$ cat config.mk
export PLATFORM = sky130hd
export DESIGN_NAME = fpadd_pipe_flat
export DESIGN_NICKNAME = d
export VERILOG_FILES = /design/src/rtl/fpadd_pipe_pkg.sv /design/src/rtl/fpadd_pipe_if.sv /design/src/rtl/fpadd_pipe_lzc.sv /design/src/rtl/fpadd_pipe.sv /design/src/flat_wrapper.sv
export SDC_FILE = /design/constraint.sdc
export NUM_CORES = 1
export LEC_CHECK = 0
export ABC_AREA = 1
export CORE_MARGIN = 2
export CORE_UTILIZATION = 55
export CTS_BUF_LIST = sky130_fd_sc_hd__clkbuf_16
export DETAILED_ROUTE_END_ITERATION = 12
export DONT_BUFFER_PORTS = 1
export PLACE_DENSITY = 0.69
export SLEW_MARGIN = 25
export SYNTH_ARGS = -nofsm -noshare
export SYNTH_HDL_FRONTEND = slang
export SYNTH_SLANG_ARGS = --single-unit
$ cat constraint.sdc
create_clock -name clk -period 6.95 [get_ports clk]
set_input_delay 1.39 -clock clk [delete_from_list [all_inputs] [get_ports clk]]
set_output_delay 1.39 -clock clk [all_outputs]
set_load 0.02 [all_outputs]
$ cat src/rtl/fpadd_pipe_pkg.sv
// Shared constants, helpers and the operand class type for the parametrised FP adder.
package fp_pkg;

  typedef enum logic [1:0] {ZERO, NORM, INF, NAN} fp_cls_t;

  localparam int FLG_INV = 3;
  localparam int FLG_OVF = 2;
  localparam int FLG_UNF = 1;
  localparam int FLG_INX = 0;

  function automatic int fp_bias(input int exp_w);
    return (1 << (exp_w - 1)) - 1;
  endfunction

  function automatic int fp_width(input int exp_w, input int man_w);
    return 1 + exp_w + man_w;
  endfunction

  function automatic int fp_exp_ones(input int exp_w);
    return (1 << exp_w) - 1;
  endfunction

  // Canonical quiet NaN: +, exp all-ones, only the mantissa MSB set.
  function automatic logic [31:0] fp_canon_nan(input int exp_w, input int man_w);
    return 32'((fp_exp_ones(exp_w) << man_w) | (1 << (man_w - 1)));
  endfunction

endpackage

$ cat src/rtl/fpadd_pipe_if.sv
// Operand/result handshake bundle for fpadd_pipe; master = producer/consumer side.
interface fpadd_pipe_if
  import fp_pkg::*;
#(
  parameter int EXP_W = 5,
  parameter int MAN_W = 10
);
  localparam int W = fp_width(EXP_W, MAN_W);

  logic         i_valid;
  logic         i_ready;
  logic [W-1:0] i_a;
  logic [W-1:0] i_b;
  logic         i_sub;
  logic         o_valid;
  logic         o_ready;
  logic [W-1:0] o_res;
  logic [3:0]   o_flags;

  modport master (
    output i_valid, i_a, i_b, i_sub, o_ready,
    input  i_ready, o_valid, o_res, o_flags
  );

  modport slave (
    input  i_valid, i_a, i_b, i_sub, o_ready,
    output i_ready, o_valid, o_res, o_flags
  );

endinterface

$ cat src/rtl/fpadd_pipe_lzc.sv
// Leading-zero counter; an all-zero input reports WIDTH.
module fp_lzc #(
  parameter int WIDTH = 14,
  localparam int CW = $clog2(WIDTH + 1)
) (
  input  logic [WIDTH-1:0] din,
  output logic [CW-1:0]    cnt
);

  // Scanning upward lets the highest set bit win.
  always_comb begin
    cnt = CW'(WIDTH);
    for (int i = 0; i < WIDTH; i++)
      if (din[i]) cnt = CW'(WIDTH - 1 - i);
  end

endmodule

$ cat src/rtl/fpadd_pipe.sv
// Three-stage FP add/sub (align | add | normalise+round+pack) with RNE rounding,
// zero/inf/NaN handling and a single global stall driven by the result handshake.
module fpadd_pipe
  import fp_pkg::*;
#(
  parameter int EXP_W = 5,
  parameter int MAN_W = 10
) (
  input logic         clk,
  input logic         rst,
  fpadd_pipe_if.slave bus
);

  localparam int W      = fp_width(EXP_W, MAN_W);
  localparam int MW     = MAN_W + 4;           // hidden + mantissa + G/R/S
  localparam int EW     = EXP_W + 6;           // signed headroom for exp - lzc
  localparam int LZW    = $clog2(MW + 1);
  localparam int STAGES = 3;

  localparam logic [31:0]        NAN32   = fp_canon_nan(EXP_W, MAN_W);
  localparam logic [W-1:0]       QNAN    = NAN32[W-1:0];
  localparam int                 EONES_I = fp_exp_ones(EXP_W);
  localparam logic [EXP_W-1:0]   EONES   = EONES_I[EXP_W-1:0];
  localparam logic signed [EW-1:0] E_ZERO = '0;
  localparam logic signed [EW-1:0] E_MAX  = $signed({{(EW-EXP_W){1'b0}}, EONES});

  typedef struct packed {
    logic             spec;
    logic [W-1:0]     spec_res;
    logic [3:0]       spec_flg;
    logic             sign;
    logic             eff_sub;
    logic [EXP_W-1:0] exp;
    logic [MW-1:0]    mx;
    logic [MW-1:0]    my;
  } s1_t;

  typedef struct packed {
    logic             spec;
    logic [W-1:0]     spec_res;
    logic [3:0]       spec_flg;
    logic             sign;
    logic [EXP_W-1:0] exp;
    logic [MW:0]      sum;
  } s2_t;

  function automatic fp_cls_t classify(input logic [EXP_W-1:0] e, input logic [MAN_W-1:0] f);
    if (e == '0)         return ZERO;
    else if (e == EONES) return (f == '0) ? INF : NAN;
    else                 return NORM;
  endfunction

  logic [STAGES:1] vld_pipe;
  logic            en;
  s1_t             s1_d, s1_q;
  s2_t             s2_d, s2_q;
  logic [W-1:0]    res_d, res_q;
  logic [3:0]      flg_d, flg_q;

  assign en          = !vld_pipe[STAGES] | bus.o_ready;
  assign bus.i_ready = en;
  assign bus.o_valid = vld_pipe[STAGES];
  assign bus.o_res   = res_q;
  assign bus.o_flags = flg_q;

  // ---------------- S1: classify, swap, align ----------------
  logic             sa, sb, swap, inf_inf;
  logic [EXP_W-1:0] ea, eb, e_big, e_sml;
  logic [MAN_W-1:0] fa, fb, f_big, f_sml;
  fp_cls_t          ca, cb;
  logic [2*MW-1:0]  wide;
  int               dsh;

  always_comb begin
    sa    = bus.i_a[W-1];
    sb    = bus.i_b[W-1] ^ bus.i_sub;
    ea    = bus.i_a[W-2 -: EXP_W];
    eb    = bus.i_b[W-2 -: EXP_W];
    // Denormals flush to zero: their mantissa never reaches the datapath.
    fa    = (ea == '0) ? '0 : bus.i_a[MAN_W-1:0];
    fb    = (eb == '0) ? '0 : bus.i_b[MAN_W-1:0];
    ca    = classify(ea, bus.i_a[MAN_W-1:0]);
    cb    = classify(eb, bus.i_b[MAN_W-1:0]);
    swap  = {eb, fb} > {ea, fa};
    e_big = swap ? eb : ea;
    f_big = swap ? fb : fa;
    e_sml = swap ? ea : eb;
    f_sml = swap ? fa : fb;
    dsh   = int'(e_big - e_sml);
    if (dsh > MW) dsh = MW;
    // Lower half catches every bit shifted out; it folds into sticky.
    wide  = {(e_sml != '0), f_sml, 3'b000, {MW{1'b0}}} >> dsh;

    s1_d         = '0;
    s1_d.sign    = swap ? sb : sa;
    s1_d.eff_sub = sa ^ sb;
    s1_d.exp     = e_big;
    s1_d.mx      = {(e_big != '0), f_big, 3'b000};
    s1_d.my      = {wide[2*MW-1:MW+1], wide[MW] | (|wide[MW-1:0])};

    inf_inf = (ca == INF) && (cb == INF) && (sa != sb);
    if (ca == NAN || cb == NAN || inf_inf) begin
      s1_d.spec              = 1'b1;
      s1_d.spec_res          = QNAN;
      s1_d.spec_flg[FLG_INV] = inf_inf;
    end else if (ca == INF || cb == INF) begin
      s1_d.spec     = 1'b1;
      s1_d.spec_res = {((ca == INF) ? sa : sb), EONES, {MAN_W{1'b0}}};
    end else if (ca == ZERO && cb == ZERO) begin
      s1_d.spec     = 1'b1;
      s1_d.spec_res = {sa & sb, {(W-1){1'b0}}};
    end
  end

  // ---------------- S2: magnitude add/sub ----------------
  always_comb begin
    s2_d          = '0;
    s2_d.spec     = s1_q.spec;
    s2_d.spec_res = s1_q.spec_res;
    s2_d.spec_flg = s1_q.spec_flg;
    s2_d.sign     = s1_q.sign;
    s2_d.exp      = s1_q.exp;
    // |mx| >= |my| after the swap, so the difference never goes negative.
    s2_d.sum      = s1_q.eff_sub ? ({1'b0, s1_q.mx} - {1'b0, s1_q.my})
                                 : ({1'b0, s1_q.mx} + {1'b0, s1_q.my});
  end

  // ---------------- S3: normalise, round, pack ----------------
  logic [LZW-1:0]        lz;
  logic [MW-1:0]         nm;
  logic signed [EW-1:0]  e_base, e_n, e_r;
  logic [MAN_W+1:0]      m_r;
  logic [MAN_W-1:0]      frac;
  logic                  inc, inx;

  fp_lzc #(.WIDTH(MW)) u_lzc (
    .din (s2_q.sum[MW-1:0]),
    .cnt (lz)
  );

  always_comb begin
    e_base = $signed({{(EW-EXP_W){1'b0}}, s2_q.exp});
    if (s2_q.sum[MW]) begin
      nm    = s2_q.sum[MW:1];
      nm[0] = s2_q.sum[1] | s2_q.sum[0];
      e_n   = e_base + EW'(1);
    end else begin
      nm    = s2_q.sum[MW-1:0] << lz;
      e_n   = e_base - $signed(EW'(lz));
    end
    inx  = nm[2] | nm[1] | nm[0];
    inc  = nm[2] & (nm[1] | nm[0] | nm[3]);
    m_r  = {1'b0, nm[MW-1:3]} + {{(MAN_W+1){1'b0}}, inc};
    // Rounding carry-out renormalises to 1.000..0 with exp + 1.
    e_r  = e_n + $signed(EW'(m_r[MAN_W+1]));
    frac = m_r[MAN_W+1] ? m_r[MAN_W:1] : m_r[MAN_W-1:0];

    res_d = '0;
    flg_d = '0;
    if (s2_q.spec) begin
      res_d = s2_q.spec_res;
      flg_d = s2_q.spec_flg;
    end else if (s2_q.sum == '0) begin
      res_d = '0;
    end else if (e_r >= E_MAX) begin
      res_d          = {s2_q.sign, EONES, {MAN_W{1'b0}}};
      flg_d[FLG_OVF] = 1'b1;
      flg_d[FLG_INX] = 1'b1;
    end else if (e_r <= E_ZERO) begin
      res_d          = {s2_q.sign, {(W-1){1'b0}}};
      flg_d[FLG_UNF] = 1'b1;
      flg_d[FLG_INX] = 1'b1;
    end else begin
      res_d          = {s2_q.sign, e_r[EXP_W-1:0], frac};
      flg_d[FLG_INX] = inx;
    end
  end

  always_ff @(posedge clk or posedge rst) begin
    if (rst) begin
      vld_pipe <= '0;
      s1_q     <= '0;
      s2_q     <= '0;
      res_q    <= '0;
      flg_q    <= '0;
    end else if (en) begin
      vld_pipe <= {vld_pipe[STAGES-1:1], bus.i_valid};
      s1_q     <= s1_d;
      s2_q     <= s2_d;
      res_q    <= res_d;
      flg_q    <= flg_d;
    end
  end

endmodule
$ cat src/flat_wrapper.sv
// flat-port wrapper written by rule: the top's interface ports become plain ports
module fpadd_pipe_flat import fp_pkg::*;
#(
  parameter int EXP_W = 5,
  parameter int MAN_W = 10
)
  (clk, rst, bus_i_valid, bus_i_a, bus_i_b, bus_i_sub, bus_o_ready, bus_i_ready, bus_o_valid, bus_o_res, bus_o_flags);
  fpadd_pipe_if #(.EXP_W(EXP_W), .MAN_W(MAN_W)) bus_i ();
  input logic clk;
  input logic rst;
  input wire logic [$bits(bus_i.i_valid)-1:0] bus_i_valid;
  input wire logic [$bits(bus_i.i_a)-1:0] bus_i_a;
  input wire logic [$bits(bus_i.i_b)-1:0] bus_i_b;
  input wire logic [$bits(bus_i.i_sub)-1:0] bus_i_sub;
  input wire logic [$bits(bus_i.o_ready)-1:0] bus_o_ready;
  output wire logic [$bits(bus_i.i_ready)-1:0] bus_i_ready;
  output wire logic [$bits(bus_i.o_valid)-1:0] bus_o_valid;
  output wire logic [$bits(bus_i.o_res)-1:0] bus_o_res;
  output wire logic [$bits(bus_i.o_flags)-1:0] bus_o_flags;
  assign bus_i.i_valid = bus_i_valid;
  assign bus_i.i_a = bus_i_a;
  assign bus_i.i_b = bus_i_b;
  assign bus_i.i_sub = bus_i_sub;
  assign bus_i.o_ready = bus_o_ready;
  assign bus_i_ready = bus_i.i_ready;
  assign bus_o_valid = bus_i.o_valid;
  assign bus_o_res = bus_i.o_res;
  assign bus_o_flags = bus_i.o_flags;
  fpadd_pipe #(.EXP_W(EXP_W), .MAN_W(MAN_W)) u_core (.clk(clk), .rst(rst), .bus(bus_i));
endmodule
# After elaboration in Yosys (flattened, before gate mapping)

Cells that the tools add are included.

ROM bits: 0
Word-level logic and storage cells: 114
Output and inout bits: 22
Flip-flop bits (word level): 112
Memories: 0
Latch bits: 0
Input port bits: 37
Bits in writable memories: 0

Eq/ne operators: 7
Muxes and demuxes: 49
$lt $le $gt $ge: 4
Reduce and logical (&&, ||, !) cells: 17
Add/subtract/negate cells: 7
$mul: 0
Bitwise gates (word level): 11
Shifts and indexed selects: 2
Divide/modulo/power cells: 0

Operator list:

| kind                  | number |
|---|---|
| $mux W4               | 13 |
| $mux W17              | 3 |
| $mux W10              | 5 |
| $mux W15              | 3 |
| $gt A32 B5 Y1 const B | 1 |
| $mux W16              | 2 |
| $mux W32              | 1 |
| $shr A28 B32 Y28      | 1 |
| $logic_not A10 Y1     | 2 |
| $add A14 B14 Y15      | 1 |
| $gt A15 B15 Y1        | 1 |
| $logic_not A15 Y1     | 1 |
| $sub A14 B14 Y15      | 1 |
| $mux W14              | 1 |
| $reduce_or A14 Y1     | 1 |
| $shl A14 B4 Y14       | 1 |
| $add A11 B1 Y12       | 1 |
| $add A11 B2 Y11       | 1 |
| $ge A11 B6 Y1 const B | 1 |
| $le A11 B1 Y1 const B | 1 |
| $mux W1               | 11 |
| $mux W11              | 1 |
| $eq A5 B5 Y1 const B  | 2 |
| $logic_not A5 Y1      | 2 |
| other kinds (16)      | 39 |

# Logic depth before layout (Yosys ltp)

Depth in word-level cells: 26
Depth in mapped cells: 39
Mapped depth without buffers: 37

# By module

From an unflattened synthesis, not the netlist that was laid out.

Cells, all modules: 1107
Area total of the unflattened synthesis: 7387.1 um^2

Modules (own cells, without submodules):

| module     | cells an instance | times used | area an instance (um^2) | sequential area each (um^2) |
|---|---|---|---|---|
| fpadd_pipe | 1068              | 1          | 7199.4                  | 2152.1 |
| fp_lzc     | 39                | 1          | 187.7                   | 0.0 |

# Worst setup path after synthesis

OpenSTA, ideal clock, no wires.

Path kind: input to register
Start point: input bus_i_b[14]
End point: register u_core.s1_q[0] in the netlist's numbering
Library setup time: 0.117 ns
Stages on the path: 38
Path buffers: 2
Setup slack: 2.196 ns
Data arrival time: 4.638 ns
Required time: 6.833 ns
Path through: nor3_1 > nand3_1 > clkbuf_1 > nand2_1 > inv_1 > ha_1 > nand2_1 > inv_1 > nand2_1 > nand2_1 > a21oi_1 > nand2_4 > nand2_4 > nand2_1 > nand2_1 > nand2_1 > ha_1 > inv_1 > (+2 left out) > nand2_1 > nor2_1 > nand2_1 > nand2_2 > nand2_4 > nand2_2 > inv_2 > buf_6 > nand3_1 > nand3_1 > nand2_1 > nand2_1 > nor2_1 > nand2_1 > nand3_1 > nand2_1 > nand2_1 > nand2_1

Cells in the longest elaborated chain, start to end: 10
Elaborated cells on any way between the ends: 13
Those cells by class: 1 x add/sub; 2 x order compare; 1 x shift; 5 x mux; 1 x bitwise; 3 x reduce/logical

Ends and longest elaborated chain:

| what                       | line                               | text |
|---|---|---|
| from (decl)                | flat_wrapper.sv:13                 | `input wire logic [$bits(bus_i.i_b)-1:0] bus_i_b;` |
| $logic_not A5 Y1           | fpadd_pipe.sv:81                   | `fb = (eb == '0) ? '0 : bus.i_b[MAN_W-1:0];` |
| $mux W10                   | fpadd_pipe.sv:81                   |  |
| $gt A15 B15 Y1             | fpadd_pipe.sv:84                   | `swap = {eb, fb} > {ea, fa};` |
| $mux W5 (on tied branches) | fpadd_pipe.sv:85, fpadd_pipe.sv:87 |  |
| $sub A5 B5 Y6              | fpadd_pipe.sv:89                   | `dsh = int'(e_big - e_sml);` |
| $gt A32 B5 Y1              | fpadd_pipe.sv:90                   | `if (dsh > MW) dsh = MW;` |
| $mux W32                   | fpadd_pipe.sv:90                   |  |
| $shr A28 B32 Y28 *         | fpadd_pipe.sv:92                   | `wide = {(e_sml != '0), f_sml, 3'b000, {MW{1'b0}}} >> dsh;` |
| $reduce_or A14 Y1          | fpadd_pipe.sv:99                   | `s1_d.my = {wide[2*MW-1:MW+1], wide[MW] \| (\|wide[MW-1:0])};` |
| $or A1 B1 Y1 *             | fpadd_pipe.sv:99                   |  |
| to (signal assigned)       | fpadd_pipe.sv:182                  | `s1_q <= '0;` |
| to (signal assigned)       | fpadd_pipe.sv:188                  | `s1_q <= s1_d;` |
| to (decl)                  | fpadd_pipe.sv:55                   | `s1_t s1_d, s1_q;` |

Every way passes the cells marked *; elsewhere a longest branch is shown, timed or not.
A chain may end at the register's enable or synchronous reset.

# Worst setup path in the final report

Ends and elaborated chain as after synthesis.

==> out/qor.yml <==
layout:
  fillers: 1264
  final_common_cell: "nand2_1"
  fin_util: 0.588
  num_antenna_cells: 0
  final_nets: 1182
  mostFrequentLayoutCells: "nand2_1, inv_1, nand3_1"
  drive_gt1_frac: 0.0409
  area_growth_pct: 5.33
synthesis:
  syn_area_mm2: 0.00730
  synth_seq_cells: 86
  ys.flop_type: "dfrtp_1"
  postSynthAreaPerCell_um2: 6.53
  postSynthNetCount: 1205
  syn_inst: 1118
  synth_edf_count: 0
  synthArstFlopShare: 1.00
  ys_warn_count: 0
  ys_types: 47
  seq_area_frac_synth: 0.295
route:
  via_per_inst: 5.47
  antenna_left: 0
  drc_errors: 0
  drt-initial-drc-count: 481
  wl_per_cell_um: 13.9
  dr.pass1.iters: 7
  wl_um: 17800
  vias: 6978
power_and_ir_drop:
  p_sw_uw: 1630
  p_int_uw: 1580
  peakVddDrop_mv: 0.153
  p_leak_uw: 0.00396
  sequentialPowerShare: 0.279
  power_frac_comb: 0.564
  switching_share: 0.506
  p_per_area_mw_per_mm2: 417
  clockPowerShare: 0.157
floorplan:
  fp.dieW_um: 119
  fp.dieH_um: 119
  ios: 59
  placementRows: 42
  coreArea_mm2: 0.0131
  start_util: 0.558
  die_area_mm2: 0.0142
min_path:
  hold_path.class: "reg2reg"
timing:
  tightest_slew_ps: 754
  setup_violations: 0
  finalCritPeriodShare: 0.795
  fmax_ghz: 0.181
  hold_viol: 0
  fin_skew_ps: 9.94
  finalSetupTns_ps: 0
  period_needed_ps: 5530
  drv_slew: 0
  maxSlewHeadroom: 0.497
  rsz0062_at_grt: "false"
global_routing:
  first_global_vias: 6558
  grt_overflow_total: 0
  grt_usage: 0.260
  grt_max_degree: 87
  grt_pass1_wl_um: 30200
  antenna_found_initial: 0
placement:
  post-dp-hpwl_um: 13700
  place_congestion: 0.918
  port_buffers: 0
setup_path:
  worstPathArrival_ps: 5760
  startpoint_type: "input port"
  critical_path_class: "in2reg"
  cp_max_fo: 54
  worstSetupEndpointType: "flop"
  slowest_delay_ps: 370
  required_ps: 7190
  cpMaxStageDelayCell: "nand2_4"
  critPathMostFrequentCell: "nand2_1"
clock_network:
  clock-sinks: 86
  root_buffer: "clkbuf_16"
  htree_levels: 3
  postCtsSetupBuffers: 0
  cts_buffers: 9
  clk_pin_slew_ps: 70
  clkLatencyLatePin_ps: 350
  hold_buffers: 0
  ctsResizeCount: 0
  cts_tree: "done"
  clk_path_buf_depth: 2
run_status:
  status: "completed"
run:
  maxCapViolCount: 0
==> registers in the layout (all words and copies together), names as in the netlist <==
register and flops:
u_core.s2_q 21, u_core.vld_pipe 3, u_core.bus.o_res 16, u_core.bus.o_flags 4, u_core.e_base 5, u_core.s1_q 37
==> per-layer routing <==
layer,global-route usage,part of all wire
met1,0.340,0.46
met3,0.0378,0.037
met2,0.445,0.49
met5,0,0
met4,0.0766,0.016
==> critical path: cells and delay by family <==
| kind | cells | cell delay (ps) |
|---|---|---|
| AO/OA/AOI/OAI | 1 | 220 |
| adder cells (fa/ha/maj) | 2 | 490 |
| buffers and inverters | 4 | 480 |
| AND/OR/NAND/NOR | 27 | 3150 |
==> cell usage after synthesis (all sizes together), types with 6 or more instances <==
| master | number | area, um2 |
|---|---|---|
| nor2 | 72 | 273 |
| ha | 48 | 601 |
| xor2 | 15 | 131 |
| o211ai | 8 | 60.1 |
| o31ai | 6 | 45.0 |
| inv | 127 | 477 |
| o22ai | 13 | 81.3 |
| clkbuf | 23 | 86.3 |
| dfrtp | 86 | 2150 |
| buf | 15 | 103 |
| o21ai | 115 | 583 |
| nand2 | 356 | 1380 |
| a21oi | 51 | 255 |
| nand4 | 9 | 56.3 |
| a31oi | 7 | 43.8 |
| nand3 | 115 | 586 |
| nor4 | 6 | 37.5 |
| nor3 | 12 | 65.1 |
==> stage by stage <==
step / total power (uW) / cell area (um2) / setup slack, ps / instances / hold WS, ps
after CTS: 3220 / 7690 / 1480 / 1276 / 464
after global routing: 3580 / 7690 / 778 / 1276 / 505
after floorplan: 2330 / 7300 / 2200 / 1118 / 420
final: 3210 / 7690 / 1420 / 1276 / 461
after detailed placement: 2710 / 7370 / 1110 / 1260 / 446
after global placement: 2690 / 7370 / 1190 / 1260 / 437
==> path summary, 6_finish.rpt <==
path,start,endpoint,slack (ps),depth (start not counted)
worst max-delay path,bus_i_b[14],u_core.s1_q[0],1420,34
worst min-delay path,u_core.vld_pipe[2],u_core.vld_pipe[3],460,2
worst max register to register,u_core.s2_q[0],u_core.bus.o_res[2],1740,33
worst min register to register,u_core.vld_pipe[2],u_core.vld_pipe[3],460,2
max in group asynchronous,rst,u_core.s2_q[8],5320,2
min in group asynchronous,rst,u_core.vld_pipe[1],1130,2
==> cell families after synthesis <==
| group | count (synthesis) | share of synthesized area |
|---|---|---|
| buf+inv | 166 | 0.0916 |
| fa+ha+maj | 50 | 0.0877 |
| compound gates | 214 | 0.162 |
| mux | 3 | 0.00411 |
| xor+xnor | 19 | 0.0228 |
| flops | 86 | 0.295 |
| simple gates | 580 | 0.337 |
==> final cells by class <==
cell class / count / area, um2 / area share
Clock buffer: 9 / 225 / 0.0293
Clock inverter: 7 / 90.1 / 0.0117
Inverter: 128 / 482 / 0.0626
Multi-Input combinational cell: 866 / 4490 / 0.584
Sequential cell: 86 / 2150 / 0.280
Tap cell: 176 / 220 / 0.0286
Timing Repair Buffer: 4 / 33.8 / 0.00439
==> power by group through the flow <==
stage / combinational [uW] / clock [uW] / sequential, uW
after detailed placement: 1800 / 0 / 904
after CTS: 1810 / 515 / 895
final: 1810 / 504 / 895
after floorplan: 1480 / 0 / 846
after global placement: 1790 / 0 / 900
after global routing: 2120 / 535 / 921
Note: power is estimated with default switching activity, not from simulation.
